### src/rtl/data_mem_port.sv
// Load/store front end between the core's memory stage and a single-port RAM.
// One request at a time; sub-word stores are done as read-modify-write.
module data_mem_port #(
    parameter logic [31:0] BASE_ADDR = 32'h10010000,
    parameter int          MEM_WORDS = 64
) (
    input  logic        clk,
    input  logic        reset,
    input  logic        req_valid_i,
    output logic        req_ready_o,
    input  logic        req_we_i,
    input  logic [1:0]  req_size_i,
    input  logic        req_unsigned_i,
    input  logic [31:0] req_addr_i,
    input  logic [31:0] req_wdata_i,
    output logic        resp_valid_o,
    output logic [31:0] resp_rdata_o,
    output logic        resp_err_o,
    output logic        ram_we_o,
    output logic [31:0] ram_addr_o,
    output logic [31:0] ram_data_o,
    input  logic [31:0] ram_q_i
);

    typedef enum logic [2:0] {IDLE, RD, CAP, WR, RESP} state_t;

    localparam logic [32:0] LIMIT = {1'b0, BASE_ADDR} + 33'(4 * MEM_WORDS);

    state_t      r_state, w_next;
    logic [1:0]  r_off, r_size;
    logic        r_we, r_uns, r_err;
    logic [31:0] r_wdata, r_ram_addr, r_ram_data, r_rdata;

    logic        w_accept, w_err, w_range_err;
    logic [31:0] w_word_idx, w_merged, w_load;
    logic [4:0]  w_sh;
    logic [7:0]  w_byte;
    logic [15:0] w_half;

    assign w_accept    = req_valid_i & (r_state == IDLE);
    assign w_range_err = ({1'b0, req_addr_i} < {1'b0, BASE_ADDR}) | ({1'b0, req_addr_i} >= LIMIT);
    assign w_err       = (req_size_i == 2'b11)
                       | ((req_size_i == 2'b01) & req_addr_i[0])
                       | ((req_size_i == 2'b10) & (req_addr_i[1:0] != 2'b00))
                       | w_range_err;
    assign w_word_idx  = (req_addr_i - BASE_ADDR) >> 2;

    // Little-endian lane position; halfwords use only addr[1].
    assign w_sh   = (r_size == 2'b01) ? {r_off[1], 4'b0000} : {r_off, 3'b000};
    assign w_byte = 8'(ram_q_i >> w_sh);
    assign w_half = 16'(ram_q_i >> w_sh);

    always_comb begin
        w_merged = ram_q_i;
        w_load   = ram_q_i;
        case (r_size)
            2'b00: begin
                w_merged = (ram_q_i & ~(32'h000000FF << w_sh)) | ({24'b0, r_wdata[7:0]} << w_sh);
                w_load   = r_uns ? {24'b0, w_byte} : {{24{w_byte[7]}}, w_byte};
            end
            2'b01: begin
                w_merged = (ram_q_i & ~(32'h0000FFFF << w_sh)) | ({16'b0, r_wdata[15:0]} << w_sh);
                w_load   = r_uns ? {16'b0, w_half} : {{16{w_half[15]}}, w_half};
            end
            default: ;
        endcase
    end

    always_ff @(posedge clk or posedge reset) begin
        if (reset) r_state <= IDLE;
        else       r_state <= w_next;
    end

    always_comb begin
        w_next = r_state;
        case (r_state)
            IDLE: if (req_valid_i) begin
                if (w_err)                                 w_next = RESP;
                else if (req_we_i && req_size_i == 2'b10)  w_next = WR;
                else                                       w_next = RD;
            end
            RD:      w_next = CAP;
            CAP:     w_next = r_we ? WR : RESP;
            WR:      w_next = RESP;
            RESP:    w_next = IDLE;
            default: w_next = IDLE;
        endcase
    end

    // Response fields only change on the edge that enters RESP.
    always_ff @(posedge clk or posedge reset) begin
        if (reset) begin
            r_off      <= '0;
            r_size     <= '0;
            r_we       <= 1'b0;
            r_uns      <= 1'b0;
            r_wdata    <= '0;
            r_ram_addr <= '0;
            r_ram_data <= '0;
            r_rdata    <= '0;
            r_err      <= 1'b0;
        end else begin
            if (w_accept) begin
                r_off   <= req_addr_i[1:0];
                r_size  <= req_size_i;
                r_we    <= req_we_i;
                r_uns   <= req_unsigned_i;
                r_wdata <= req_wdata_i;
                if (w_err) begin
                    r_rdata <= '0;
                    r_err   <= 1'b1;
                end else begin
                    r_ram_addr <= w_word_idx;
                    if (req_we_i && req_size_i == 2'b10) r_ram_data <= req_wdata_i;
                end
            end
            if (r_state == CAP) begin
                if (r_we) begin
                    r_ram_data <= w_merged;
                end else begin
                    r_rdata <= w_load;
                    r_err   <= 1'b0;
                end
            end
            if (r_state == WR) begin
                r_rdata <= '0;
                r_err   <= 1'b0;
            end
        end
    end

    assign req_ready_o  = (r_state == IDLE);
    assign resp_valid_o = (r_state == RESP);
    assign resp_rdata_o = r_rdata;
    assign resp_err_o   = r_err;
    assign ram_we_o     = (r_state == WR);
    assign ram_addr_o   = r_ram_addr;
    assign ram_data_o   = r_ram_data;

endmodule
### config.mk
export PLATFORM = sky130hd
export DESIGN_NAME = data_mem_port
export DESIGN_NICKNAME = d
export VERILOG_FILES = /design/src/rtl/data_mem_port.sv
export SDC_FILE = /design/constraint.sdc
export NUM_CORES = 1
export LEC_CHECK = 0
export CELL_PAD_IN_SITES_DETAIL_PLACEMENT = 0
export CELL_PAD_IN_SITES_GLOBAL_PLACEMENT = 1
export CORE_ASPECT_RATIO = 0.9
export CORE_MARGIN = 2
export CORE_UTILIZATION = 35
export CTS_BUF_LIST = sky130_fd_sc_hd__clkbuf_4 sky130_fd_sc_hd__clkbuf_8 sky130_fd_sc_hd__clkbuf_16
export CTS_CLUSTER_DIAMETER = 150
export DETAILED_ROUTE_END_ITERATION = 12
export PLACE_DENSITY = 0.89
export SLEW_MARGIN = 0
export SYNTH_ARGS = -nofsm -noshare
export SYNTH_HDL_FRONTEND = slang
export SYNTH_SLANG_ARGS = --single-unit
### constraint.sdc
create_clock -name clk -period 5.3 [get_ports clk]
set_clock_uncertainty 0.05 [all_clocks]
set_input_delay 1.06 -clock clk [delete_from_list [all_inputs] [get_ports clk]]
set_output_delay 1.06 -clock clk [all_outputs]
set_load 0.02 [all_outputs]
==> results by group, run 1 <==
STA
  – Worst-margin pin slew: approximately 1.3 ns
  – Final setup fails: 0
  – Relative max-transition margin: between 10% and 20%
  – TNS Setup: 0 ns
  – Tmin final: roughly 3.6 ns
  – F_max: roughly 270 MHz
  – Period utilization: between 60 and 70%
  – Max Slew Vio Count: 0
  – Final Hold Viols: 0
  – RSZ-0062 raised after global routing: false

Place
  – PortBufs: 200
  – Detailed Place HPWL: 14,950 um
  – GPL Wtd Cong: about 0.9

Pwr
  – Sequential fraction of design power: roughly two fifths
  – Internal power: about 1.8 mW
  – Leak pwr: approximately 3.8 nW
  – Gate power share: 15.7%
  – Switch Pwr: 0.7196 mW
  – Clock share of power: between 40% and 50%
  – Worst vdd ir: roughly 240 uV
  – PwrDens: 282.4 nW/um^2
  – Switching Fraction: approximately 28%

Global routing
  – Vias in the first global route: about 5,600
  – Initial antenna violation count: 0
  – First-pass GRT wire length: 32,450 um
  – GRT Total Usage: a little under a quarter
  – Total global routing overflow: 0
  – Largest net degree at the start of global routing: 65

Clocking
  – Clk slew on worst S/H paths: approximately 0.060 ns
  – Post-CTS Hold Fix Bufs: 0
  – Total CTS buffers: 17
  – Post-cts sizing count: 0
  – CTS tree: built
  – Max clock buf depth: 2
  – Worst skew pair latency: ~0.42 ns
  – Htree depth: 4
  – Post CTS Setup Buffer Count: 0
  – Clock root buffer: clkbuf_16
  – CTS sink count: between 100 and 150

Yosys
  – Sequential-to-total area share from yosys stat: 48.15%
  – Cell Area, Synth: 6236 sq um
  – Syn avg cell area: approximately 10 sq um
  – Synth top area share: 48.15%
  – Synth Flop Type: dfrtp_1
  – Synthesized flop and latch total: 120
  – YS warnings: 0
  – Mapped Cells: 617
  – Area leader, netlist: dfrtp_1
  – Count of cell types in the netlist: 49
  – Synth top area cells: dfrtp_1 (48%), nand2_1 (5.1%), a221oi_1 (4.8%)
  – Async SR Flop Fraction: 100.0%
  – Number of synthesized flops with an enable pin: 0

Die
  – I/O Pins: approximately 200
  – Die width: between 100 and 150 um
  – Starting density of the core: between 30% and 40%
  – Core Region: 17,550 sq um
  – Rows: 46
  – Die Ht: around 130 um
  – DIE AREA: 18,900 sq um

Drt
  – Antenna-violating nets left: 0
  – DRC: 0
  – Via/cell ratio: ~5.6
  – Wirelength, routed: 21,180 um
  – DRT iter0 DRCs: approximately 460
  – Wirelength per Cell: around 20 um
  – DR pass1 iterations: 5
  – Via Count: around 6,000

Final layout
  – Commonest non-fill, non-tap cell in the layout: clkdlybuf4s50_1
  – Final nets: 902
  – P&R area growth vs syn: 44.24%
  – Final core utilization: between 50% and 60%
  – Most frequent cells in the layout: clkdlybuf4s50_1 (200), dfrtp_1 (120), nand2_1 (84)
  – Antenna cells: 0
  – Layout cells sized above 1: 8.933%

Worst setup path
  – Crit end category: register
  – Data arrival, critical path: 3.89 ns
  – CP Class: in2reg
  – CP Launch Type: input pin
  – Worst Path Max Fanout: 30
  – CP required: between 5 and 6 ns

Hold path
  – Hold crit path type: reg2reg

Outcome
  – Outcome: finished clean

Flow run
  – Number of max-cap violations: 0
-- cells in the mapped netlist (7+ instances only) --
| cell | n |
|---|---|
| clkbuf_1 | 41 |
| a32oi_1 | 7 |
| buf_2 | 7 |
| a211oi_1 | 21 |
| nor2_1 | 37 |
| inv_1 | 10 |
| and2_1 | 8 |
| o2bb2ai_1 | 30 |
| a21o_1 | 10 |
| a22o_1 | 17 |
| dfrtp_1 | 120 |
| o21ai_0 | 20 |
| mux4_2 | 7 |
| mux2i_1 | 10 |
| nor2b_1 | 12 |
| nor3_1 | 23 |
| a221oi_1 | 34 |
| o311a_1 | 15 |
| a21oi_1 | 36 |
| nand2_1 | 84 |
| mux2_2 | 14 |
-- worst paths after layout --
check	slack (ns)	cells past startpoint	endpoint	start
setup / recovery	1.66	6	ram_addr_o[12]	req_addr_i[14]
hold / removal	0.42	1	ram_addr_o[14]	ram_addr_o[14]
setup reg to reg	2.06	7	ram_data_o[16]	r_off[1]
hold reg to reg	0.42	1	ram_addr_o[14]	ram_addr_o[14]
max in group asynchronous	3.26	3	resp_rdata_o[6]	reset
min in group asynchronous	1.02	2	ram_data_o[17]	reset
-- metal layers --
layer | global-route usage (%) | vias up | part of all wire, % | routed length, um
li1 | - | 2686 | - | -
met3 | 8.783 | 30 | 9.7 | 2045
met5 | 0 | - | 0 | 0
met2 | 33.82 | 295 | 45 | 9437
met4 | 6.568 | 0 | 2.0 | 420
met1 | 31.24 | 2833 | 44 | 9281
-- worst max-delay path, cell delays in order --
cell	delay (ns)
clkdlybuf4s50_1	0.43
nor4_1	0.45
a21boi_1	0.22
nor4_1	0.49
nand2_1	0.72
mux2_2	0.52
-- kinds of logic after synthesis --
kind of cell / share of synthesized area (%)
AO/OA/AOI/OAI: 25.08
AND/OR/NAND/NOR: 14.73
flip-flops: 48.15
buffers and inverters: 4.113
multiplexers: 6.661
adder cells (fa/ha/maj): 1.204
other: 0.06013
-- per-stage QoR --
stage | power, mW | hold WS [ns] | setup slack (ns) | area (sq um) | cells
2_1_floorplan | 1.217 | 0.4193 | 1.004 | 6240 | 618
3_3_place_gp | 1.384 | 0.4075 | 1.271 | 8406 | 1014
3_5_place_dp | 1.388 | 0.4159 | 1.226 | 8406 | 1014
4_1_cts | 2.548 | 0.4292 | 1.647 | 8995 | 1046
5_1_grt | 2.644 | 0.4494 | 1.372 | 8995 | 1046
6_report | 2.540 | 0.4245 | 1.660 | 8995 | 1046
-- power groups by stage --
stage / sequential (mW) / combinational (mW) / clock, mW
2_1_floorplan: 0.974 / 0.243 / 0
5_1_grt: 0.984 / 0.438 / 1.22
3_5_place_dp: 0.995 / 0.393 / 0
6_report: 0.980 / 0.400 / 1.16
4_1_cts: 0.978 / 0.395 / 1.17
3_3_place_gp: 0.994 / 0.390 / 0
-- area by class of cell --
class	count	area [sq um]
clock buffer	18	439.2
clock inverter	14	150.1
fill	1597	8559
inverter	10	40.04
multi-input combinational	434	2985
sequential	120	3003
tap	240	300.3
timing repair buffer	210	2077
-- registers in the layout (all words and copies together) (netlist names) --
signal	cells
r_off	2
r_we	1
resp_rdata_o	32
r_state	3
r_size	2
r_uns	1
ram_addr_o	30
resp_err_o	1
r_wdata	16
ram_data_o	32
Note: power is estimated with default switching activity, not from simulation.
==> run 2: changes to the inputs <==
- CORE_UTILIZATION: 35 -> 32
- PLACE_DENSITY: 0.89 -> 0.86
- clock period: 5.3 -> 3.2 ns (I/O delays scaled with it)
==> run 2 against run 1 <==
Compared with the run above:
- sequential cell count stayed put
- design area increased by 2.1%
- sequential share of layout area fell by 0.67 points
- worst hold slack gained 0.0040 ns
- global-route usage shrank 1.4 points
- register-to-register slack lost 1.7 ns
- critical path depth fell by 1
- clock-buffer cell count fell by 1
- sequential power increased by 65%
- setup slack worse by 1.3 ns
- non-clock buffer count increased by 16
- critical endpoint is now resp_rdata_o[11]
- first-iteration DRC count grew 13%
==> results by group, run 2 (synthesis gave the netlist of run 1 again) <==
STA
  – Period utilization: ~88%
  – TNS Setup: 0 ns
  – RSZ-0062 raised after global routing: false
  – Setup ws final: 0.3993 ns
  – Final Hold Viols: 0
  – Relative max-transition margin: a little over a tenth
  – Final setup fails: 0
  – Max Slew Vio Count: 0
  – F_max: 357.1 MHz
  – Tmin final: ~2.8 ns
  – Worst-margin pin slew: around 1.3 ns

Clocking
  – Post CTS Setup Buffer Count: 0
  – CTS sink count: 120
  – Total CTS buffers: 17
  – Post-cts sizing count: 0
  – Clk slew on worst S/H paths: about 0.06 ns
  – Max clock buf depth: 2
  – Worst skew pair latency: roughly 0.42 ns
  – Post-CTS Hold Fix Bufs: 0
  – Clock root buffer: clkbuf_16
  – Htree depth: 4
  – CTS tree: built

Worst setup path
  – CP required: approximately 3.5 ns
  – Worst Path Max Fanout: 19
  – CP Class: reg2reg
  – CP startpoint: r_off[1]
  – Worst reg2reg startpoint: r_off[1]
  – Crit end category: register
  – CP Launch Type: register
  – Data arrival, critical path: 3.09 ns

Final layout
  – Final nets: approximately 900
  – P&R area growth vs syn: 47.25%
  – Non-Filler Instances: ~1,100
  – Antenna cells: 0
  – Layout cells sized above 1: between 10% and 20%
  – Most frequent cells in the layout: clkdlybuf4s50_1 (200), dfrtp_1 (119), nand2_1 (84)
  – Commonest non-fill, non-tap cell in the layout: clkdlybuf4s50_1
  – Final instance area: 9183 sq um

Pwr
  – Switch Pwr: around 1.2 mW
  – Total chip power: ~4.2 mW
  – Switching Fraction: roughly 29%
  – Internal power: between 3 and 4 mW
  – Leak pwr: around 3.9 nW
  – PwrDens: approximately 460 nW/um^2
  – Gate power share: 16.3%
  – Sequential fraction of design power: 38.3%
  – Clock share of power: a little under half
  – Worst vdd ir: roughly 400 uV

Hold path
  – Worst hold start: ram_addr_o[23]
  – Hold crit path type: reg2reg

Drt
  – DRT iter0 DRCs: a little over 500
  – Antenna-violating nets left: 0
  – Via/cell ratio: around 5.5
  – DRC: 0
  – DR pass1 iterations: 6
  – Wirelength, routed: ~22,000 um
  – Wirelength per Cell: 20.29 um
  – Via Count: just under 6,000

Die
  – I/O Pins: 203
  – Rows: 48
  – Die Ht: approximately 140 um
  – Die width: approximately 150 um
  – Starting density of the core: about 33%
  – DIE AREA: just over 20,000 sq um
  – Core Region: around 19,000 sq um

Place
  – GPL Wtd Cong: 0.8969
  – Placed cell count: about 1,000
  – Setup WS pre-CTS: ~0.11 ns
  – Detailed Place HPWL: approximately 16,000 um
  – PortBufs: 200
  – Placed inst area: between 8000 and 9000 sq um

Global routing
  – GR Util met2: 33.59%
  – First-pass GRT wire length: between 30,000 and 40,000 um
  – Initial antenna violation count: 0
  – Vias in the first global route: ~5,800
  – GRT Total Usage: 21.41%
  – Largest net degree at the start of global routing: 84
  – Busiest layer in global routing: met2
  – Total global routing overflow: 0
  – Met3 GRT Util: ~7.3%
  – GR Util met1: 27.87%

Flow run
  – Number of max-cap violations: 0

Outcome
  – Outcome: finished clean
[run 2: worst paths after layout]
path                       cells past startpoint  slack [ns]          endpoint
min in group asynchronous                      3        0.61    ram_data_o[11]
setup / recovery                               5        0.40  resp_rdata_o[11]
max in group asynchronous                      3        2.03    ram_data_o[17]
setup reg to reg                               5        0.40  resp_rdata_o[11]
hold / removal                                 1        0.43    ram_addr_o[23]
hold reg to reg                                1        0.43    ram_addr_o[23]
[run 2: worst max-delay path, cell delays in order (launching register included)]
cell       delay [ns]
dfrtp_1          0.76
mux2i_1          0.22
and3_1           0.26
nor4_1           1.06
a221oi_1         0.14
o2bb2ai_1        0.22
[run 2: stage by stage]
| stage | util (%) | hold WS, ns |
|---|---|---|
| after floorplan | - | 0.4193 |
| after detailed placement | 44.84 | 0.4155 |
| after CTS | 47.93 | 0.4292 |
| after global placement | 44.84 | 0.4081 |
| final | 47.93 | 0.4285 |
| after global routing | 47.93 | 0.4399 |
[run 2: per-layer routing]
metal	part of all wire (%)	wire (um)
met1	42	9123
met2	46	9944
met3	10	2247
met4	2.0	438
met5	0	0
[run 2: layout make-up]
type,instances,area (sq um)
flip-flops and latches,120,3004
repair buffers,226,2247
clock inverters,15,166.4
well taps,250,312.8
multi-input cells,434,2985
clock buffers,17,425.4
inverters,10,41.29
fillers,1788,9976
[run 2: power by group through the flow]
stage                     Sequential, mW  Clock [mW]  Combinational, mW
final                               1.62        1.93              0.689
after global placement              1.64           0              0.674
after CTS                           1.62        1.97              0.684
after detailed placement            1.64           0              0.679
after global routing                1.62        2.04              0.752
after floorplan                     1.61           0              0.403
==> run 3: changes to the inputs <==
- CTS_BUF_LIST: sky130_fd_sc_hd__clkbuf_4 sky130_fd_sc_hd__clkbuf_8 sky130_fd_sc_hd__clkbuf_16 -> unset
- MAX_ROUTING_LAYER: unset -> met4
==> run 3 against run 2 <==
Compared with the run above:
- die area unchanged
- clock power about the same
- final cell count unchanged
- maximum frequency up 0.12%
- routed wire length up 0.25%
- first-iteration DRC count up 0.39%
==> results by group, run 3 (synthesis gave the netlist of run 1 again) <==
Global routing
  – Vias in the first global route: a little under 6,000
  – Total global routing overflow: 0
  – Largest net degree at the start of global routing: 84
  – Initial antenna violation count: 0
  – First-pass GRT wire length: about 33,000 um
  – GRT Total Usage: between 20% and 30%

Clocking
  – Worst skew pair latency: ~0.42 ns
  – Clock root buffer: clkbuf_16
  – Clk slew on worst S/H paths: 0.06 ns
  – Post-cts sizing count: 0
  – Htree depth: 4
  – CTS tree: built
  – Post CTS Setup Buffer Count: 0
  – Post-CTS Hold Fix Bufs: 0
  – Max clock buf depth: 2
  – CTS sink count: 120
  – Total CTS buffers: 17

STA
  – Tmin final: ~2.8 ns
  – Worst-margin pin slew: about 1.3 ns
  – Max Slew Vio Count: 0
  – RSZ-0062 raised after global routing: false
  – TNS Setup: 0 ns
  – Final setup fails: 0
  – Relative max-transition margin: 11.80%
  – Final Hold Viols: 0
  – F_max: 357.5 MHz
  – Period utilization: between 80% and 90%

Final layout
  – P&R area growth vs syn: 47.25%
  – Antenna cells: 0
  – Non-Filler Instances: ~1,100
  – Layout cells sized above 1: between 10% and 20%
  – Area of the multi-input gates: approximately 3000 sq um
  – Commonest non-fill, non-tap cell in the layout: clkdlybuf4s50_1
  – # fillers: 1,788
  – Most frequent cells in the layout: clkdlybuf4s50_1 (200), dfrtp_1 (119), nand2_1 (84)
  – Reg area: 3004 sq um
  – Final nets: between 900 and 1,000

Place
  – Placed cell count: about 1,000
  – GPL Wtd Cong: about 0.91
  – Detailed Place HPWL: around 16,000 um
  – PortBufs: 200

Worst setup path
  – CP Class: reg2reg
  – CP Launch Type: register
  – Crit end category: register
  – CP top delay family: simple AND/OR/NAND/NOR gates
  – FF-to-FF setup slack: a little over 0.4 ns
  – Crit path max-delay cell type: nor4_1
  – Data arrival, critical path: a little over 3 ns
  – CP peak stage delay: around 1.1 ns
  – CP required: 3.50 ns
  – WP buf/inv: 0
  – Crit Reg-Reg Endpoint: resp_rdata_o[11]
  – CP Depth: 5
  – Worst reg2reg startpoint: r_off[1]
  – R2R depth: 5
  – Worst Path Max Fanout: 19
  – CP cell instances: mux2i_1 > and3_1 > nor4_1 > a221oi_1 > o2bb2ai_1

Drt
  – Met2 Wirelength: approximately 10000 um
  – Met1 WL: 9312 um
  – DRT iter0 DRCs: ~510
  – DRC: 0
  – DR pass1 iterations: 5
  – Wirelength per Cell: between 20 and 25 um
  – Via/cell ratio: 5.519
  – Wirelength, routed: 21,810 um
  – Top Layer Used: met4
  – Antenna-violating nets left: 0
  – Met3 wire len: 2134 um
  – Via Count: between 5,000 and 6,000

Hold path
  – Worst Hold End: ram_addr_o[23]
  – Worst hold start: ram_addr_o[23]
  – Hold crit path type: reg2reg
  – Worst Hold Depth: 1

Pwr
  – Total chip power: approximately 4.2 mW
  – Worst vdd ir: 407.2 uV
  – Leak pwr: between 3 and 4 nW
  – PwrDens: 461.4 nW/um^2

Outcome
  – Outcome: finished clean

Die
  – I/O Pins: about 200
  – Die width: ~150 um
  – DIE AREA: just over 20,000 sq um
  – Die Ht: about 140 um
  – Rows: between 40 and 50
  – Starting density of the core: about a third
  – Core Region: approximately 19,000 sq um

Flow run
  – Number of max-cap violations: 0
run 3: cell counts in the layout (fill, tap and decap cells not counted):
No cell type changed its count.
run 3: cell type report:
| type | instances | area share, % |
|---|---|---|
| Timing Repair Buffer | 226 | 24.47 |
| Clock buffer | 17 | 4.633 |
| Clock inverter | 15 | 1.812 |
| Sequential cell | 120 | 32.72 |
| Inverter | 10 | 0.4497 |
| Tap cell | 250 | 3.406 |
| Multi-Input combinational cell | 434 | 32.51 |
run 3: report_power, final:
part | switching, mW | leakage (nW) | internal (mW) | total, mW
clock | 0.767 | 0.281 | 1.16 | 1.93
combinational | 0.378 | 2.01 | 0.312 | 0.689
sequential | 0.0661 | 1.63 | 1.55 | 1.62
total | 1.21 | 3.92 | 3.03 | 4.24
run 3: worst max path at each step:
| stage | from | end | slack, ns |
|---|---|---|---|
| after CTS | r_off[1] | resp_rdata_o[11] | 0.48 |
| after global placement | ram_q_i[15] | resp_rdata_o[12] | 0.17 |
| after global routing | r_off[1] | resp_rdata_o[11] | 0.24 |
| after detailed placement | ram_q_i[15] | resp_rdata_o[11] | 0.11 |
| final | r_off[1] | resp_rdata_o[11] | 0.40 |
| after floorplan | req_addr_i[14] | resp_rdata_o[10] | 0.78 |
run 3: routing by layer:
metal  GRT usage, %  vias to the layer above
met3          6.376                       33
met5              -                        -
met4          6.802                        0
met1          28.51                     2856
li1               -                     2721
met2          33.61                      306
run 3: per-stage QoR:
stage	cell area [sq um]	setup slack (ns)	hold WS (ns)	util, %
after floorplan	6243	0.7820	0.4193	-
after global placement	8591	0.1697	0.4081	44.84
after detailed placement	8591	0.1061	0.4155	44.84
after CTS	9183	0.4786	0.4292	47.93
after global routing	9183	0.2395	0.4399	47.93
final	9183	0.4026	0.4278	47.93
